`src/rtl/e1b_code_loader.sv`:
```
// e1b_code_loader: sequences a full E1B code-table load from CPU strobes into the memory write port.
// Optional running checksum enabled by defining E1B_LOADER_CKSUM_EN.
module e1b_code_loader #(
    parameter int DEPTH  = 4092,
    parameter int ADDR_W = 12,
    parameter int DATA_W = 12
) (
    input  logic              clk,
    input  logic              rst,
    input  logic              cmd_start,
    input  logic              cmd_abort,
    input  logic              cmd_wr,
    input  logic [DATA_W-1:0] cmd_data,
    output logic              mem_wr,
    output logic [ADDR_W-1:0] mem_waddr,
    output logic [DATA_W-1:0] mem_wdata,
    output logic              code_ready,
    output logic              busy,
    output logic [ADDR_W:0]   words,
    output logic              err_overrun,
    output logic              err_stray,
    output logic [DATA_W-1:0] cksum
);
    typedef enum logic [1:0] {IDLE, LOAD, READY, ERR} state_t;
    localparam logic [ADDR_W:0] LAST = (ADDR_W+1)'(DEPTH - 1);
    state_t state_q, state_d;
    logic start, wr, wr_acc;
    logic mem_wr_q, mem_wr_d, code_ready_q, code_ready_d, busy_q, busy_d;
    logic err_overrun_q, err_overrun_d, err_stray_q, err_stray_d;
    logic [ADDR_W-1:0] mem_waddr_q, mem_waddr_d;
    logic [DATA_W-1:0] mem_wdata_q, mem_wdata_d;
    logic [ADDR_W:0] words_q, words_d;
    // a write losing to start/abort is dropped entirely, never counted as stray
    assign start  = cmd_start & ~cmd_abort;
    assign wr     = cmd_wr & ~cmd_start & ~cmd_abort;
    assign wr_acc = wr & (state_q == LOAD);
    always_ff @(posedge clk or posedge rst) begin
        if (rst) state_q <= IDLE;
        else     state_q <= state_d;
    end
    always_comb begin
        state_d = state_q;
        if (cmd_abort)                           state_d = IDLE;
        else if (cmd_start)                      state_d = LOAD;
        else if (wr_acc && words_q == LAST)      state_d = READY;
        else if (wr && state_q == READY)         state_d = ERR;
    end
    always_comb begin
        mem_wr_d      = wr_acc;
        mem_waddr_d   = wr_acc ? words_q[ADDR_W-1:0] : mem_waddr_q;
        mem_wdata_d   = wr_acc ? cmd_data : mem_wdata_q;
        words_d       = start ? '0 : wr_acc ? words_q + 1'b1 : words_q;
        err_overrun_d = ~start & (err_overrun_q | (wr & (state_q == READY)));
        err_stray_d   = ~start & (err_stray_q | (wr & (state_q == IDLE)));
        busy_d        = state_d == LOAD;
        // ready only once the final write has been on the port for a cycle
        code_ready_d  = (state_d == READY) & (state_q == READY);
    end
    always_ff @(posedge clk or posedge rst) begin
        if (rst) begin
            mem_wr_q      <= 1'b0;
            mem_waddr_q   <= '0;
            mem_wdata_q   <= '0;
            words_q       <= '0;
            err_overrun_q <= 1'b0;
            err_stray_q   <= 1'b0;
            busy_q        <= 1'b0;
            code_ready_q  <= 1'b0;
        end else begin
            mem_wr_q      <= mem_wr_d;
            mem_waddr_q   <= mem_waddr_d;
            mem_wdata_q   <= mem_wdata_d;
            words_q       <= words_d;
            err_overrun_q <= err_overrun_d;
            err_stray_q   <= err_stray_d;
            busy_q        <= busy_d;
            code_ready_q  <= code_ready_d;
        end
    end
`ifdef E1B_LOADER_CKSUM_EN
    logic [DATA_W-1:0] cksum_q, cksum_d;
    always_comb begin
        cksum_d = start ? '0 : wr_acc ? {cksum_q[DATA_W-2:0], cksum_q[DATA_W-1]} ^ cmd_data : cksum_q;
    end
    always_ff @(posedge clk or posedge rst) begin
        if (rst) cksum_q <= '0;
        else     cksum_q <= cksum_d;
    end
    assign cksum = cksum_q;
`else
    assign cksum = '0;
`endif
    assign mem_wr      = mem_wr_q;
    assign mem_waddr   = mem_waddr_q;
    assign mem_wdata   = mem_wdata_q;
    assign words       = words_q;
    assign err_overrun = err_overrun_q;
    assign err_stray   = err_stray_q;
    assign busy        = busy_q;
    assign code_ready  = code_ready_q;
endmodule

```
`config.mk`:
```
export PLATFORM = sky130hd
export DESIGN_NAME = e1b_code_loader
export DESIGN_NICKNAME = d
export VERILOG_FILES = /design/src/rtl/e1b_code_loader.sv
export SDC_FILE = /design/constraint.sdc
export NUM_CORES = 1
export LEC_CHECK = 0
export ABC_AREA = 1
export CAP_MARGIN = 10
export CORE_MARGIN = 2
export CORE_UTILIZATION = 45
export CTS_CLUSTER_DIAMETER = 200
export CTS_CLUSTER_SIZE = 8
export DETAILED_ROUTE_END_ITERATION = 12
export MAX_ROUTING_LAYER = met4
export PLACE_DENSITY_LB_ADDON = 0.2
export SYNTH_ARGS = -nofsm -noshare
export SYNTH_HDL_FRONTEND = slang
export SYNTH_SLANG_ARGS = --single-unit
```
`constraint.sdc`:
```
create_clock -name clk -period 1.9 [get_ports clk]
set_input_delay 0.38 -clock clk [delete_from_list [all_inputs] [get_ports clk]]
set_output_delay 0.38 -clock clk [all_outputs]
set_load 0.005 [all_outputs]
```
==> results.txt <==
Outcome: finished clean
CTS tree: done
Fmax: 0.5835 GHz
Gate Count Post-Synth: 251
GRT Util Overall: 18.88%
1st-pass router iterations: 6
Min Tclk post-route: 1714 ps
Util after Layout: 63.18%
Worst slew margin: 62.59%
Multi-input logic area: 777.0 um2
Buf/Inv on CP: 1
Boundary pin count: 71
Final setup vio count: 0
Crit path depth: 1
Share of cells above drive strength 1: 7.643%
Post-synthesis sequential area ratio: 53.08%
Commonest non-fill, non-tap cell in the layout: nand2_1
FF+latch count, synth: 44
Fin nets: 334
R2R Path End: words[8]
H-tree depth: 2
CP Max Fanout: 7
Pwr dens: 698.8 nW/um2
Pwr Total: 0.001936 W
Ys Warns: 0
CP endpoint kind: primary output
Avg Cell Area, Syn: 8.265 um2
Max-cap violations: 0
Drt via density: 4.806
Die area: 5169 um2
Cts hold-fix bufs: 0
Max rail drop VDD: 0.0004771 V
Crit path to: words[2]
Maximum number of pins on one net before global-route repair: 32
Setup_tns: 0 ps
DP HPWL: 3279 um
CTS Buf Count: 5
Hold WC Path Type: input pin to async pin
Chip Width: 71.90 um
Worst hold slack: 385.2 ps
Clk_lat worst skew: 290 ps
Cells after DPL: 361
RSZ-0062 raised after global routing: no
Layout fillers: 398
Root Driver: clkbuf_8
Register area: 1101 um2
Crit path launch type: flop
Worst path top cell family by delay: buffers and inverters
Clock sinks: 44
CP cell instances: clkdlybuf4s50_1
R2R setup slack: 360 ps
Final max-slew violation count: 0
Post-Syn Area: 2074 um2
Drt total wl: 4552 um
CTS Buffer Depth: 2
Remaining Overflow, GRT: 0
Cell Count, Final, Fillers Out: 366
Clk_skew: 2.470 ps
Length in cells of the worst reg-to-reg path: 9
Detailed-route DRC error count: 0
Cell variety after synth: 21
Commonest non-fill, non-tap cells in the layout: nand2_1 (92), clkdlybuf4s50_1 (58), dfrtp_1 (44)
Drt wl/cell: 12.44 um
Layout area overhead: 33.53%
Final hold violation count: 0
Initial Utilization: 47.32%
Origin of the worst setup path: words[2]
Iteration-0 DRC Markers: 99
Setup bufs post-CTS: 0
Post-CTS resize count: 0
Vias: 1759
Req. time, crit path: 1520 ps
Critical path's slowest cell: clkdlybuf4s50_1
First-pass GRT wire length: 7410 um
Least-Margin Pin Slew: 557.7 ps
R2r startpoint: words[0]
Crit Path Class: flop to primary output
Vias in the first global route: 1614
Remaining antenna violation count: 0
Final Wtd Congestion: 0.8974
ANT cells: 0
Arr. time, crit path: 1330 ps
Crit-path max cell delay: 550 ps
Die height: 71.90 um
P_leak: 1.337 nW
Row count: 24
Initial antenna violation count: 0
CTS clk-pin slew, worst paths: 70 ps
IO buf count: 58
Final period utilization: 90.20%
Core Area: 4384 um2
-- per-layer routing --
layer / vias to the layer above / track usage [%] / share of wire (%)
met5: - / - / 0
met1: 804 / 25.74 / 46
met3: 8 / 4.444 / 6.4
met2: 64 / 28.09 / 46
met4: 0 / 6.289 / 1.5
li1: 883 / - / -
-- kinds of logic after synthesis --
group | share of synthesized area [%]
DFF | 53.08
other | 0.1808
AOI/OAI and AO/OA | 5.669
adders and majority gates | 0.6030
buffers and inverters | 11.46
and+or+nand+nor | 29.01
-- cell type report --
| cell class | instances | share of cell area (%) |
|---|---|---|
| Sequential cell | 44 | 39.75 |
| Multi-Input combinational cell | 175 | 28.05 |
| Clock buffer | 5 | 2.484 |
| Inverter | 24 | 3.342 |
| Tap cell | 52 | 2.349 |
| Timing Repair Buffer | 66 | 24.03 |
-- flip-flops by register name, indices dropped and copies added, names as in the netlist --
| name | flops |
|---|---|
| busy | 1 |
| code_ready | 1 |
| err_overrun | 1 |
| err_stray | 1 |
| mem_waddr | 12 |
| mem_wdata | 12 |
| mem_wr | 1 |
| state_q | 2 |
| words | 13 |
-- stage by stage --
step | instance area (um2) | setup WS [ps]
2_1_floorplan | 2116 | 488.9
3_3_place_gp | 2701 | 105.9
3_5_place_dp | 2701 | 54.66
4_1_cts | 2770 | 158.4
5_1_grt | 2770 | 134.9
6_report | 2770 | 186.3
-- where the power goes --
part / total [W] / internal (W) / switching, W / leakage, nW
clock: 0.000520 / 0.000237 / 0.000283 / 0.0359
sequential: 0.00106 / 0.00102 / 0.0000470 / 0.591
combinational: 0.000351 / 0.000212 / 0.000139 / 0.710
total: 0.00194 / 0.00147 / 0.000469 / 1.34
-- cell usage after synthesis --
cell type   n  area [um2]
nand4_1     8       50.05
nor2_4      2       22.52
buf_6       2       22.52
inv_4       1       6.260
nand2_1    92       345.3
a21oi_1     7       35.03
inv_2       2       7.510
conb_1      1       3.750
nor2_8      1       20.02
inv_1      21       78.83
ha_1        1       12.51
nor2_2      1       6.260
nand3_1    10       50.05
nand3_2     1       10.01
buf_2       2       10.01
dfrtp_1    44        1101
nor2_1     21       78.83
buf_4      15       112.6
o21a_1      1       7.510
nand2_2     3       18.77
o21ai_0    15       75.07
-- worst min path at each step --
stage                          endpoint  slack (ps)  cells past startpoint
after floorplan            mem_wdata[0]         470                      2
after global placement     mem_wdata[4]         460                      2
after CTS                        mem_wr         390                      2
final                     mem_wdata[10]         390                      2
after global routing             mem_wr         460                      2
after detailed placement   mem_waddr[2]         470                      2
No activity file was read; power rests on OpenSTA's default activity.
